[src/rtl/bpsk_player_pkg.sv]
// Shared widths, FSM state type and sample type for the BPSK sample player.
package bpsk_player_pkg;

  localparam int DEF_ADDR_W   = 20;
  localparam int DEF_SAMPLE_W = 3;
  localparam int DEF_DIV_W    = 16;
  localparam int DEF_WRAP_W   = 16;

  typedef enum logic [1:0] {
    IDLE  = 2'd0,
    RUN   = 2'd1,
    DRAIN = 2'd2
  } player_state_t;

  typedef logic signed [DEF_SAMPLE_W-1:0] sample_t;

endpackage

[src/rtl/bpsk_sample_player_rate_strobe_gen.sv]
// Loadable down-counter: tick on the clear cycle, then once every div+1 clocks.
module rate_strobe_gen #(
  parameter int DIV_W = 16
) (
  input  logic             clk,
  input  logic             rst,
  input  logic             clear,
  input  logic [DIV_W-1:0] div,
  output logic             tick
);

  logic [DIV_W-1:0] cnt_q;
  logic [DIV_W-1:0] cnt_d;

  assign tick = clear || (cnt_q == '0);

  always_comb begin
    cnt_d = cnt_q;
    if (tick) begin
      cnt_d = div;
    end else begin
      cnt_d = cnt_q - DIV_W'(1);
    end
  end

  always_ff @(posedge clk or posedge rst) begin
    if (rst) begin
      cnt_q <= '0;
    end else begin
      cnt_q <= cnt_d;
    end
  end

endmodule

[src/rtl/bpsk_sample_player.sv]
// Sweeps the sample RAM address over a window at a programmable rate and
// re-emits each returned sample with an aligned one-cycle valid strobe.
module bpsk_sample_player
  import bpsk_player_pkg::*;
#(
  parameter int ADDR_W   = DEF_ADDR_W,
  parameter int SAMPLE_W = DEF_SAMPLE_W,
  parameter int DIV_W    = DEF_DIV_W,
  parameter int WRAP_W   = DEF_WRAP_W
) (
  input  logic                       clk,
  input  logic                       rst,
  input  logic                       start,
  input  logic                       stop,
  input  logic                       loop_en,
  input  logic [DIV_W-1:0]           rate_div,
  input  logic [ADDR_W-1:0]          start_addr,
  input  logic [ADDR_W-1:0]          end_addr,
  output logic [ADDR_W-1:0]          mem_addr,
  input  logic [SAMPLE_W-1:0]        mem_data,
  output logic signed [SAMPLE_W-1:0] sample_out,
  output logic                       sample_valid,
  output logic                       busy,
  output logic                       done,
  output logic [WRAP_W-1:0]          wrap_count,
  output player_state_t              state_dbg
);

  // Output handshake: sample_valid is a one-cycle strobe with sample_out
  // stable in that cycle; there is no ready, the consumer takes every strobe.

  player_state_t state_q, state_d;
  logic [ADDR_W-1:0]   cur_q, cur_d;
  logic [ADDR_W-1:0]   start_q, start_d;
  logic [ADDR_W-1:0]   end_q, end_d;
  logic [DIV_W-1:0]    div_q, div_d;
  logic [ADDR_W-1:0]   mem_addr_q, mem_addr_d;
  logic                iss1_q, iss1_d;
  logic                iss2_q, iss2_d;
  logic                valid_q, valid_d;
  logic [SAMPLE_W-1:0] sample_q, sample_d;
  logic [WRAP_W-1:0]   wrap_q, wrap_d;
  logic                first_q, first_d;
  logic                tick;

  rate_strobe_gen #(
    .DIV_W(DIV_W)
  ) u_rate (
    .clk  (clk),
    .rst  (rst),
    .clear(first_q),
    .div  (div_q),
    .tick (tick)
  );

  always_comb begin
    state_d    = state_q;
    cur_d      = cur_q;
    start_d    = start_q;
    end_d      = end_q;
    div_d      = div_q;
    mem_addr_d = mem_addr_q;
    wrap_d     = wrap_q;
    first_d    = 1'b0;
    iss1_d     = 1'b0;
    // iss1: address registered toward RAM, iss2: RAM output valid now.
    iss2_d     = iss1_q;
    valid_d    = iss2_q;
    sample_d   = iss2_q ? mem_data : sample_q;

    case (state_q)
      IDLE: begin
        if (start && !stop && (start_addr <= end_addr)) begin
          state_d = RUN;
          start_d = start_addr;
          end_d   = end_addr;
          div_d   = rate_div;
          cur_d   = start_addr;
          wrap_d  = '0;
          first_d = 1'b1;
        end
      end
      RUN: begin
        if (stop) begin
          state_d = DRAIN;
        end else if (tick) begin
          mem_addr_d = cur_q;
          iss1_d     = 1'b1;
          // Compare against end first so an all-ones end_addr never overflows.
          if (cur_q == end_q) begin
            if (loop_en) begin
              cur_d = start_q;
              if (wrap_q != '1) begin
                wrap_d = wrap_q + WRAP_W'(1);
              end
            end else begin
              state_d = DRAIN;
            end
          end else begin
            cur_d = cur_q + ADDR_W'(1);
          end
        end
      end
      DRAIN: begin
        if (!iss1_q && !iss2_q) begin
          state_d = IDLE;
        end
      end
      default: begin
        state_d = IDLE;
      end
    endcase
  end

  always_ff @(posedge clk or posedge rst) begin
    if (rst) begin
      state_q    <= IDLE;
      cur_q      <= '0;
      start_q    <= '0;
      end_q      <= '0;
      div_q      <= '0;
      mem_addr_q <= '0;
      iss1_q     <= 1'b0;
      iss2_q     <= 1'b0;
      valid_q    <= 1'b0;
      sample_q   <= '0;
      wrap_q     <= '0;
      first_q    <= 1'b0;
    end else begin
      state_q    <= state_d;
      cur_q      <= cur_d;
      start_q    <= start_d;
      end_q      <= end_d;
      div_q      <= div_d;
      mem_addr_q <= mem_addr_d;
      iss1_q     <= iss1_d;
      iss2_q     <= iss2_d;
      valid_q    <= valid_d;
      sample_q   <= sample_d;
      wrap_q     <= wrap_d;
      first_q    <= first_d;
    end
  end

  // The final strobe of a run is the cycle the pipeline has just emptied.
  assign done         = (state_q == DRAIN) && !iss1_q && !iss2_q;
  assign busy         = (state_q != IDLE);
  assign mem_addr     = mem_addr_q;
  assign sample_out   = sample_q;
  assign sample_valid = valid_q;
  assign wrap_count   = wrap_q;
  assign state_dbg    = state_q;

endmodule

[config.mk]
export PLATFORM = sky130hd
export DESIGN_NAME = bpsk_sample_player
export DESIGN_NICKNAME = d
export VERILOG_FILES = /design/src/rtl/bpsk_player_pkg.sv /design/src/rtl/bpsk_sample_player_rate_strobe_gen.sv /design/src/rtl/bpsk_sample_player.sv
export SDC_FILE = /design/constraint.sdc
export NUM_CORES = 1
export LEC_CHECK = 0
export BUFFER_PORTS_ARGS = -buffer_cell sky130_fd_sc_hd__clkbuf_2
export CORE_MARGIN = 2
export CORE_UTILIZATION = 50
export DETAILED_ROUTE_END_ITERATION = 10
export GPL_TIMING_DRIVEN = 0
export PLACE_DENSITY = 0.75
export SYNTH_ARGS = -nofsm -noshare
export SYNTH_HDL_FRONTEND = slang
export SYNTH_SLANG_ARGS = --single-unit
[constraint.sdc]
create_clock -name clk -period 10.45 [get_ports clk]
set_input_delay 1.045 -clock clk [delete_from_list [all_inputs] [get_ports clk]]
set_output_delay 1.045 -clock clk [all_outputs]
set_load 0.05 [all_outputs]
Word-level counts from Yosys, hierarchy flattened
Index checks and enable logic that the tools add are counted.
- input port bits: 64
- register bits after elaboration: 137
- output and inout port bits: 44
- logic and storage cells: 77
- muxes and demuxes: 26
- reduce and logical (&&, ||, !) cells: 18
- bitwise logic cells: 1
- eq/ne operators: 15
- add/sub/neg operators: 3
- order comparisons: 1
- operators with widths (kind ; count):
    $mux 16 ; 7
    $mux 20 ; 5
    $pmux 20 s2 ; 1
    $pmux 16 s2 ; 1
    $add 20x1->20 const B ; 1
    $eq 20x20->1 ; 1
    $le 20x20->1 ; 1
    $add 16x1->16 const B ; 1
    $logic_not 16->1 ; 1
    $ne 16x16->1 const B ; 1
    $sub 16x1->16 const B ; 1
    $ne 2x2->1 const B ; 7
    $mux 2 ; 6
    $ne 3x3->1 const B ; 4
    $reduce_and 5->1 ; 2
    $reduce_and 7->1 ; 1
    $pmux 2 s3 ; 1
    $logic_and 1x1->1 ; 5
    $mux 1 ; 5
    $reduce_bool 2->1 ; 2
    $logic_not 1->1 ; 3
    $reduce_and 3->1 ; 1
    $eq 2x1->1 const B ; 1
    $eq 2x2->1 const B ; 1
    other kinds (4) ; 4

Longest topological paths before layout
- depth after elaboration: 7
- depth in mapped cells: 11
- mapped depth without buffers: 9

Cells and area by module
Synthesis repeated with hierarchy kept, for this count alone.
- cell total of the unflattened synthesis: 658
- area total of the unflattened synthesis: 7272.0 um2
- by module, submodules not included (module ; sequential area each (um2) ; instances ; cells an instance ; area each (um2)):
    bpsk_sample_player ; 3027.9 ; 1 ; 564 ; 6386.1
    rate_strobe_gen ; 400.4 ; 1 ; 94 ; 885.8

Least setup slack after synthesis
Ideal clock, no wire load.
- path kind: flip-flop to output port
- start point: register state_q[1], in the netlist state_dbg[1]
- end point: output port done
- arrival: 2.398 ns
- path slack: 7.007 ns
- required time: 9.405 ns
- stages on the path, launching flop included: 2
- path buffers: 0
- cells stage by stage: dfrtp_1 nor4b_1
- longest elaborated chain between the ends: 3
- ends and longest elaborated chain (element ; RTL line ; RTL):
    start: declaration ; bpsk_sample_player.sv:32 ; player_state_t state_q, state_d;
    start signal: assignment ; bpsk_sample_player.sv:130 ; state_q <= state_d;
    $eq 2x2->1 ; bpsk_sample_player.sv:146 ; assign done = (state_q == DRAIN) && !iss1_q && !iss2_q;
    $logic_and 1x1->1 (2 in series) ; bpsk_sample_player.sv:146 ;
    end: declaration ; bpsk_sample_player.sv:24 ; output logic done,
Every way passes these cells.

Worst setup path in the final report
- start point: input port start_addr[15]
- end point: register cur_q[6]
- longest elaborated chain between the ends: 4
- ends and longest elaborated chain (element ; RTL line ; RTL):
    start: declaration ; bpsk_sample_player.sv:17 ; input logic [ADDR_W-1:0] start_addr,
    $le 20x20->1 ; bpsk_sample_player.sv:73 ; if (start && !stop && (start_addr <= end_addr)) begin
    $logic_and 1x1->1 ; bpsk_sample_player.sv:73 ;
    $ne 2x2->1 (no line) ; -- ;
    $reduce_and 5->1 (no line) ; -- ;
    end signal: assignment ; bpsk_sample_player.sv:131 ; cur_q <= cur_d;
    end: declaration ; bpsk_sample_player.sv:33 ; logic [ADDR_W-1:0] cur_q, cur_d;
Every way passes these cells.
A chain may end at the register's enable or synchronous reset.

==> flow_summary.rst <==
.. list-table::
   :header-rows: 1

   * - Metric
     - Value
   * - Status
     - finished, final reports clean
   * - Worst path max stage delay
     - 0.55 ns
   * - DRC violations left
     - 0
   * - Sequential cell area fraction in the yosys report
     - 0.473
   * - Setup-failing EPs final
     - 0
   * - Floorplan row count
     - 44
   * - Setup Crit Path Kind
     - in -> reg
   * - Average footprint of a synthesized cell
     - 10.3 um^2
   * - Leading area contributor after synthesis
     - sky130_fd_sc_hd__dfrtp_1
   * - Worst setup slack for register-to-register paths
     - 7.63 ns
   * - Synthesized Nets
     - ~800
   * - Clock sink count
     - 137
   * - TritonCTS clock tree
     - yes
   * - Port buffer count
     - 107
   * - Yosys top cell area share
     - 0.473
   * - Instance area at placement
     - approximately 0.0080 mm^2
   * - Post-Place Cells
     - approximately 1000
   * - Synthesis-stage register bit count
     - around 140
   * - Critical path launch point type
     - input pin
   * - I/O pin total
     - 108
   * - Post-synthesis simple-gate area fraction
     - 0.151
   * - HPWL reported at the end of detailed placement
     - 12400 um
   * - Number of hold buffers added after cts
     - 0
   * - Leakage power figure
     - 4.12 nW
   * - Post-Synthesis Cell Area
     - 0.00725 mm^2
   * - Growth of design area from synthesis to finish
     - 19.1%
   * - Horizontal die dimension
     - 124 um
   * - Post-synthesis instance total
     - 704
   * - Synthesized-area fraction occupied by xor and xnor cells
     - 0.0592
   * - Overflow left after global routing
     - 0
   * - Crit path max-delay cell type
     - sky130_fd_sc_hd__a2111oi_4
   * - Clock Skew
     - 0.00704 ns
   * - Compound-gate portion of the synthesized area
     - 0.0932
   * - Maximum operating frequency
     - 290 MHz
   * - Predominant post-synthesis flop cell
     - sky130_fd_sc_hd__dfrtp_1
   * - Final RePlAce weighted congestion
     - approximately 0.85
   * - Starting Density
     - 0.505
   * - Non-Filler Cell Area, Final
     - 0.00863 mm^2
   * - Post-synthesis adder-cell area fraction
     - 0.0414
   * - Global routing usage on met3
     - 0.0511
   * - Overall routed net length
     - 17300 um
   * - Share of final-layout standard cells stronger than drive strength 1
     - 0.296
   * - Final total negative setup slack
     - 0 ns
   * - Worst-margin pin slew
     - between 0.8 and 0.9 ns
   * - Number of nets in the finished design
     - 919
   * - Maximum level of the CTS H-tree
     - 4
   * - End of the worst hold path
     - iss2_q
   * - Num CTS Buffers
     - 17
   * - Sort of element at the end of the critical path
     - flop
   * - Post-CTS setup buffer count
     - 0
   * - Total global routing track utilization
     - 0.232
   * - Number of slew-limit violations in the final report
     - 0
   * - Detailed-route vias per instance
     - 5.45
   * - Max_slew headroom
     - 0.421
   * - Wire length per cell
     - 16.8 um
   * - Largest family of logic cells by synthesized area
     - simple AND/OR/NAND/NOR gates
   * - Worst hold slack
     - 0.403 ns
   * - Clock slew seen by the registers of the worst setup and hold paths
     - 0.05 ns
   * - Antenna violations before repair
     - 0
   * - Cell at the root of the clock tree
     - sky130_fd_sc_hd__clkbuf_16
   * - Initial DRC count
     - 385
   * - 1st-pass router iterations
     - 4
   * - Met2 track utilization from global routing
     - 0.367
   * - Warning count from the yosys run
     - 0
   * - Pin count of the biggest net entering global routing
     - 80
   * - Power density cells
     - between 200 and 250 mW/mm^2
   * - Final core area utilization
     - 0.601
   * - Via count of the first global-routing pass
     - 5516
   * - Arrival time of data at the critical path endpoint
     - 3.75 ns
   * - Antenna cells
     - 0
   * - Area enclosed by the die boundary
     - roughly 0.015 mm^2
   * - CP max FO
     - 10
   * - Count of maximum capacitance violations
     - 0
   * - Most common cell in the netlist
     - sky130_fd_sc_hd__dfrtp_1
   * - Top post-synthesis cells by count
     - sky130_fd_sc_hd__dfrtp_1 (137), sky130_fd_sc_hd__nand2_1 (123), sky130_fd_sc_hd__mux2_2 (75)
   * - Via count
     - about 5600
   * - Global-route wire length before repair
     - between 20000 and 30000 um
   * - PostCTS Resize Cnt
     - 0
   * - Critical path, cell by cell
     - clkbuf_2, ha_1, nand4_1, nor4_1, nand2_1, a2111oi_4, o21bai_1, buf_4, mux2_2
   * - Global route hottest layer
     - met2
   * - Area inside the core boundary
     - 0.0144 mm^2
   * - Pre-CTS setup slack
     - between 6 and 7 ns
   * - Hold Path Origin
     - iss1_q
   * - Final non-filler cell total
     - 1028
   * - Crit path time final
     - 3.45 ns
   * - Ratio of final minimum period to clock period
     - 0.330
   * - Post-synth EDFFs
     - 0
   * - Class of the tightest hold or removal check
     - reg -> reg
   * - Final Hold Violating Endpoints
     - 0
   * - Origin of the critical flop-to-flop path
     - cur_q[0]
   * - Largest cells by area after synthesis
     - sky130_fd_sc_hd__dfrtp_1 (47%), sky130_fd_sc_hd__mux2_2 (12%), sky130_fd_sc_hd__nand2_1 (6.4%), sky130_fd_sc_hd__o21ai_0 (4.3%), sky130_fd_sc_hd__ha_1 (4.1%)
   * - Unrepaired setup endpoints after global routing
     - no
   * - Required @ worst endpoint
     - 10.75 ns
   * - Distinct cell type count of the synthesized netlist
     - 58
   * - Max VDD drop
     - 120 uV
   * - Post-synthesis mux area share
     - 0.142
   * - Filler cells
     - roughly 1300
   * - Met1 track utilization from global routing
     - 0.323
   * - Source-to-sink clock delay at the later pin of the worst-skew pair
     - around 0.42 ns
   * - Synth async-reset ratio
     - 1.00
   * - Logic depth of the worst register-to-register path
     - 8
   * - Reg2reg end
     - cur_q[18]
   * - Slack of the critical path
     - 7.00 ns
   * - Die boundary height
     - about 120 um
   * - Post-layout total power
     - between 2 and 2.5 mW
   * - Clock buffer depth
     - 2
   * - Hold Path Depth
     - 0
   * - Final ANT Viol Nets
     - 0
## registers in the layout, summed over array words and instances (netlist names)
| register | cells |
|---|---|
| u_rate.cnt_q | 16 |
| cur_q | 20 |
| iss2_q | 1 |
| state_dbg | 2 |
| first_q | 1 |
| end_q | 20 |
| sample_valid | 1 |
| mem_addr | 20 |
| wrap_count | 16 |
| sample_out | 3 |
| iss1_q | 1 |
| div_q | 16 |
| start_q | 20 |
## placed cells by master, fill, tap and decap left out, types with 19 or more instances in the layout
| cell type | n |
|---|---|
| sky130_fd_sc_hd__ha_1 | 24 |
| sky130_fd_sc_hd__nand2_1 | 123 |
| sky130_fd_sc_hd__o21ai_0 | 62 |
| sky130_fd_sc_hd__clkbuf_2 | 107 |
| sky130_fd_sc_hd__inv_1 | 27 |
| sky130_fd_sc_hd__nor2_1 | 21 |
| sky130_fd_sc_hd__xor2_1 | 30 |
| sky130_fd_sc_hd__dfrtp_1 | 137 |
| sky130_fd_sc_hd__mux2_2 | 75 |
| sky130_fd_sc_hd__xnor2_1 | 19 |
## power by group
group,switching (mW),leakage [nW],internal (mW)
clock,0.216,0.296,0.373
combinational,0.415,2.11,0.288
sequential,0.146,1.71,0.714
total,0.777,4.12,1.38
## kinds of logic after synthesis
kind of cell    Yosys count
simple gates            229
flops                   137
compound gates          108
mux                      93
buf+inv                  64
xor+xnor                 49
fa+ha+maj                24
## layer usage
metal,up-vias,part of all wire
met2,137,0.48
met4,0,0.014
met5,-,0
met3,19,0.051
li1,2701,-
met1,2741,0.46
## worst max path at each step
stage                         from           end  slack [ns]  depth (start not counted)
finish              start_addr[15]      cur_q[6]        7.00                          9
global route          end_addr[15]      cur_q[6]        6.83                         10
CTS                 start_addr[15]     cur_q[13]        7.06                          9
detailed placement  start_addr[15]     cur_q[13]        6.64                          9
global placement               rst  mem_addr[12]        4.12                          2
floorplan                      rst      cur_q[0]        5.74                          1
## worst max-delay path: cells and delay by family
kind,cells,cell delay [ns]
AND/OR/NAND/NOR,3,0.89
AO/OA/AOI/OAI,2,0.76
buffers and inverters,2,0.37
multiplexers,1,0.36
adder cells (fa/ha/maj),1,0.32
## area by class of cell
cell class | instances | area, um^2 | share of cell area
Multi-Input combinational cell | 503 | 3530 | 0.409
Sequential cell | 137 | 3430 | 0.397
Timing Repair Buffer | 108 | 563 | 0.0652
Clock buffer | 23 | 488 | 0.0565
Tap cell | 184 | 230 | 0.0267
Buffer | 35 | 185 | 0.0215
Inverter | 29 | 114 | 0.0132
Clock inverter | 9 | 95.1 | 0.0110
No activity file was read; power rests on OpenSTA's default activity.
